--- src/rtl/mem_access_unit.sv ---
// mem_access_unit: single-outstanding load/store controller with RMW for sub-word stores
module mem_access_unit #(
    parameter int ADDR_W = 12,
    parameter int DATA_W = 32
) (
    input  logic              clk,
    input  logic              rst_n,
    input  logic              req_valid,
    output logic              req_ready,
    input  logic              req_write,
    input  logic [1:0]        req_size,
    input  logic              req_signed,
    input  logic [ADDR_W-1:0] req_addr,
    input  logic [DATA_W-1:0] req_wdata,
    output logic              resp_valid,
    output logic [DATA_W-1:0] resp_rdata,
    output logic              resp_err,
    output logic              memRead,
    output logic              memWrite,
    output logic [ADDR_W-3:0] data_addr,
    output logic [DATA_W-1:0] writeData,
    input  logic [DATA_W-1:0] readData
);
    typedef enum logic [2:0] {IDLE, READ, RWAIT, WRITE, RESP} state_t;
    state_t state_q, state_d;
    logic write_q, write_d, signed_q, signed_d;
    logic [1:0] size_q, size_d;
    logic [ADDR_W-1:0] addr_q, addr_d;
    logic [DATA_W-1:0] wdata_q, wdata_d;
    logic req_ready_q, req_ready_d, resp_valid_q, resp_valid_d, resp_err_q, resp_err_d;
    logic mem_read_q, mem_read_d, mem_write_q, mem_write_d;
    logic [DATA_W-1:0] resp_rdata_q, resp_rdata_d, write_data_q, write_data_d;
    logic [ADDR_W-3:0] data_addr_q, data_addr_d;
    logic accept, err;
    logic [4:0] sh;
    logic [DATA_W-1:0] mask, merged, lane, load_data;
    always_comb begin
        accept = state_q == IDLE && req_ready_q && req_valid;
        err = req_size == 2'd3 || (req_size == 2'd1 && req_addr[0]) || (req_size == 2'd2 && req_addr[1:0] != 2'd0);
        sh = size_q == 2'd0 ? {addr_q[1:0], 3'b000} : {addr_q[1], 4'b0000};
        mask = (size_q == 2'd0 ? 32'h0000_00FF : 32'h0000_FFFF) << sh;
        merged = (readData & ~mask) | ((wdata_q << sh) & mask);
        lane = readData >> sh;
        load_data = size_q == 2'd2 ? readData :
                    size_q == 2'd0 ? {{24{signed_q & lane[7]}}, lane[7:0]} :
                                     {{16{signed_q & lane[15]}}, lane[15:0]};
        state_d = state_q;
        write_d = write_q;
        size_d = size_q;
        signed_d = signed_q;
        addr_d = addr_q;
        wdata_d = wdata_q;
        resp_rdata_d = resp_rdata_q;
        resp_err_d = resp_err_q;
        case (state_q)
            IDLE: if (accept) begin
                write_d = req_write;
                size_d = req_size;
                signed_d = req_signed;
                addr_d = req_addr;
                wdata_d = req_wdata;
                state_d = err ? RESP : (req_write && req_size == 2'd2) ? WRITE : READ;
                resp_err_d = err ? 1'b1 : resp_err_q;
                resp_rdata_d = err ? '0 : resp_rdata_q;
            end
            READ: state_d = RWAIT;
            RWAIT: begin
                state_d = write_q ? WRITE : RESP;
                resp_rdata_d = write_q ? resp_rdata_q : load_data;
                resp_err_d = write_q ? resp_err_q : 1'b0;
            end
            WRITE: begin
                state_d = RESP;
                resp_rdata_d = '0;
                resp_err_d = 1'b0;
            end
            default: state_d = IDLE;
        endcase
        // Strobes and pins are registered from the next state so they are clean for the whole state
        req_ready_d = state_d == IDLE;
        resp_valid_d = state_d == RESP;
        mem_read_d = state_d == READ;
        mem_write_d = state_d == WRITE;
        data_addr_d = (state_d == READ || state_d == WRITE) ? addr_d[ADDR_W-1:2] : '0;
        write_data_d = state_d == WRITE ? (state_q == IDLE ? req_wdata : merged) : '0;
    end
    always_ff @(posedge clk) begin
        if (!rst_n) begin
            state_q <= IDLE;
            write_q <= 1'b0;
            size_q <= 2'd0;
            signed_q <= 1'b0;
            addr_q <= '0;
            wdata_q <= '0;
            req_ready_q <= 1'b0;
            resp_valid_q <= 1'b0;
            resp_err_q <= 1'b0;
            resp_rdata_q <= '0;
            mem_read_q <= 1'b0;
            mem_write_q <= 1'b0;
            data_addr_q <= '0;
            write_data_q <= '0;
        end else begin
            state_q <= state_d;
            write_q <= write_d;
            size_q <= size_d;
            signed_q <= signed_d;
            addr_q <= addr_d;
            wdata_q <= wdata_d;
            req_ready_q <= req_ready_d;
            resp_valid_q <= resp_valid_d;
            resp_err_q <= resp_err_d;
            resp_rdata_q <= resp_rdata_d;
            mem_read_q <= mem_read_d;
            mem_write_q <= mem_write_d;
            data_addr_q <= data_addr_d;
            write_data_q <= write_data_d;
        end
    end
    assign req_ready = req_ready_q;
    assign resp_valid = resp_valid_q;
    assign resp_err = resp_err_q;
    assign resp_rdata = resp_rdata_q;
    assign memRead = mem_read_q;
    assign memWrite = mem_write_q;
    assign data_addr = data_addr_q;
    assign writeData = write_data_q;
endmodule

--- config.mk ---
export PLATFORM = sky130hd
export DESIGN_NAME = mem_access_unit
export DESIGN_NICKNAME = d
export VERILOG_FILES = /design/src/rtl/mem_access_unit.sv
export SDC_FILE = /design/constraint.sdc
export NUM_CORES = 1
export LEC_CHECK = 0
export CORE_ASPECT_RATIO = 1.5
export CORE_MARGIN = 10
export CORE_UTILIZATION = 49
export DETAILED_ROUTE_END_ITERATION = 10
export PLACE_DENSITY = 0.85
export RECOVER_POWER = 50
export SYNTH_ARGS = -nofsm -noshare
export SYNTH_HDL_FRONTEND = slang
export SYNTH_SLANG_ARGS = --single-unit
--- constraint.sdc ---
create_clock -name clk -period 3.05 [get_ports clk]
set_input_delay 0.4575 -clock clk [delete_from_list [all_inputs] [get_ports clk]]
set_output_delay 0.4575 -clock clk [all_outputs]
set_load 0.01 [all_outputs]
==> flow_summary.json <==
{
  "grt_pass1_vias": 5097,
  "start_kind": "register",
  "synth_area_mm2": 0.00489,
  "finalCritPeriodShare": 0.799,
  "place_ws_ns": 0.734,
  "p_per_area_mw_per_mm2": 572,
  "whs_ns": 0.459,
  "finish.utilization": 0.729,
  "dr.first_iter.drc_count": 410,
  "syn_nets": 634,
  "place_congestion": 0.907,
  "yosys_warnings": 0,
  "multi_input_area_mm2": 0.00234,
  "clk_path_buf_depth": 2,
  "r2r_start": "state_q[2]$_SDFF_PN0_",
  "worstMarginPinSlew_ns": 0.986,
  "synth_top_area_frac": 0.467,
  "synth_seq_area_share": 0.467,
  "worstPathRequired_ns": 3.34,
  "ctsHoldBuffers": 0,
  "dp_cells": 796,
  "met1_usage": 0.235,
  "synth_area_per_cell_um2": 8.88,
  "io_pins": 162,
  "hold_start": "wdata_q[10]$_SDFFE_PN0P_",
  "cp.arrival_ns": 2.73,
  "grt_pass1_wl_mm": 27.4,
  "period_minus_slack_ns": 2.44,
  "async_flop_share": 0,
  "p_total_mw": 4.07,
  "drv_cap": 0,
  "portBuffers": 161,
  "fill_cells": 713,
  "fp.coreArea_mm2": 0.00974,
  "cts_max_level": 4,
  "antenna_found_initial": 0,
  "drc": 0,
  "place_hpwl_mm": 13.2,
  "cts_root_buf": "clkbuf_16",
  "die_h_um": 142,
  "dieArea_mm2": 0.0145,
  "synth_area_leaders": "dfxtp_1 (47%), mux2i_1 (8.6%), nand2_1 (6.8%)",
  "max-vdd-ir-drop_uv": 518,
  "clkLatencyLatePin_ns": 0.41,
  "diodes": 0,
  "synth_seq_cells": 114,
  "synth_top_flop_cell": "dfxtp_1",
  "cts_resized": 0,
  "dpl_cell_area_mm2": 0.00650,
  "detail-route-antenna-nets": 0,
  "wl_mm": 17.9,
  "grt_most_used_layer": "met2",
  "worstSetupEndpointType": "register",
  "status": "finished, final reports clean",
  "synth.most_common_cell": "dfxtp_1",
  "tns_ns": 0,
  "crit_path_start": "state_q[2]$_SDFF_PN0_",
  "area_growth_pct": 45.3,
  "die_w_um": 102,
  "cts_sinks": 114,
  "max_freq_mhz": 410,
  "slew_viol_final": 0,
  "cts_setup_buffers": 0,
  "nNetsFinal": 783,
  "synth_enable_flop_cells": 0,
  "drive_above_1_share": 0.0842,
  "first_pass_iters": 5,
  "ys_types": 47,
  "final_area_mm2": 0.00711,
  "initial_core_util": 0.502,
  "critPathKind": "register to register",
  "cts_tree": "done",
  "gr-usage-met2": 0.438,
  "leakagePower_nw": 2.98,
  "core.rowCount": 44,
  "grt_max_degree": 49,
  "met3_usage": 0.0933,
  "ff_latch_area_mm2": 0.00228,
  "hold_viol_final": 0,
  "synth_top_cell_by_area": "dfxtp_1",
  "synthTopCellsByCount": "dfxtp_1 (114), nand2_1 (89), nor2_1 (64), mux2i_1 (42), a21oi_1 (34)",
  "setup_violations": 0,
  "numCtsBuffers": 17,
  "overflow": 0,
  "stdcell_count": 828,
  "cts.clk_slew.worst_paths_ns": 0.05,
  "vias": 4958,
  "syn_inst": 551,
  "crit_fanout": 21,
  "slew_headroom": 0.343,
  "grt_util_all_layers": 0.246,
  "finClkSkew_ns": 0.00912,
  "vias_per_cell": 5.99,
  "rsz0062_at_grt": "no",
  "hold_path.class": "register to register",
  "layout_setup_ws_ns": 0.612,
  "post_drt_wl_per_cell_um": 21.6
}
critical path, stage by stage (launching register included):
cell and delay, ns:
dfxtp_1 0.38, nor3_2 0.20, clkbuf_1 0.75, and3_1 0.31, a21boi_2 0.15, buf_4 0.22, a211o_1 0.31
per-layer routing:
metal,up-vias,part of all wire
met2,307,0.52
met3,71,0.10
li1,2260,-
met1,2320,0.33
met5,-,0
met4,0,0.048
logic make-up after synthesis:
kind of cell    after synthesis  share of synthesized area
compound gates              118                      0.166
buf+inv                      50                     0.0553
flops                       114                      0.467
mux                          50                      0.105
simple gates                219                      0.207
placed cells by master (no fill, tap or decap), drive strengths merged, types with 16 or more instances in the layout:
cell	instances
dfxtp	114
clkdlybuf4s50	95
nand2	90
dlygate4sd3	66
nor2	65
mux2i	42
a21oi	34
a31oi	25
clkbuf	23
nand3	18
o2bb2ai	16
a211oi	16
registers in the layout, indices dropped and copies added (netlist names), 2 cells and up:
signal	cells
data_addr	10
writeData	32
wdata_q	16
resp_rdata	32
size_q	2
addr_q	12
state_q	3
final timing paths:
check / to / depth (start not counted) / slack, ns
worst max-delay path: resp_rdata[5]$_SDFFE_PN0P_ / 6 / 0.61
worst min-delay path: wdata_q[10]$_SDFFE_PN0P_ / 2 / 0.46
worst max register to register: resp_rdata[5]$_SDFFE_PN0P_ / 6 / 0.61
worst min register to register: wdata_q[10]$_SDFFE_PN0P_ / 2 / 0.46
area by class of cell:
type,instances,share of cell area
clock buffers,20,0.0657
clock inverters,12,0.0220
inverters,6,0.00317
multi-input cells,387,0.329
flip-flops and latches,114,0.321
well taps,115,0.0202
repair buffers,174,0.239
power breakdown:
part	switching (mW)	total, mW	internal (mW)	leakage [nW]
logic	0.248	0.452	0.204	1.77
registers	0.0320	1.56	1.52	0.922
clock network	0.710	2.06	1.35	0.294
(Power assumes the default switching activity.)
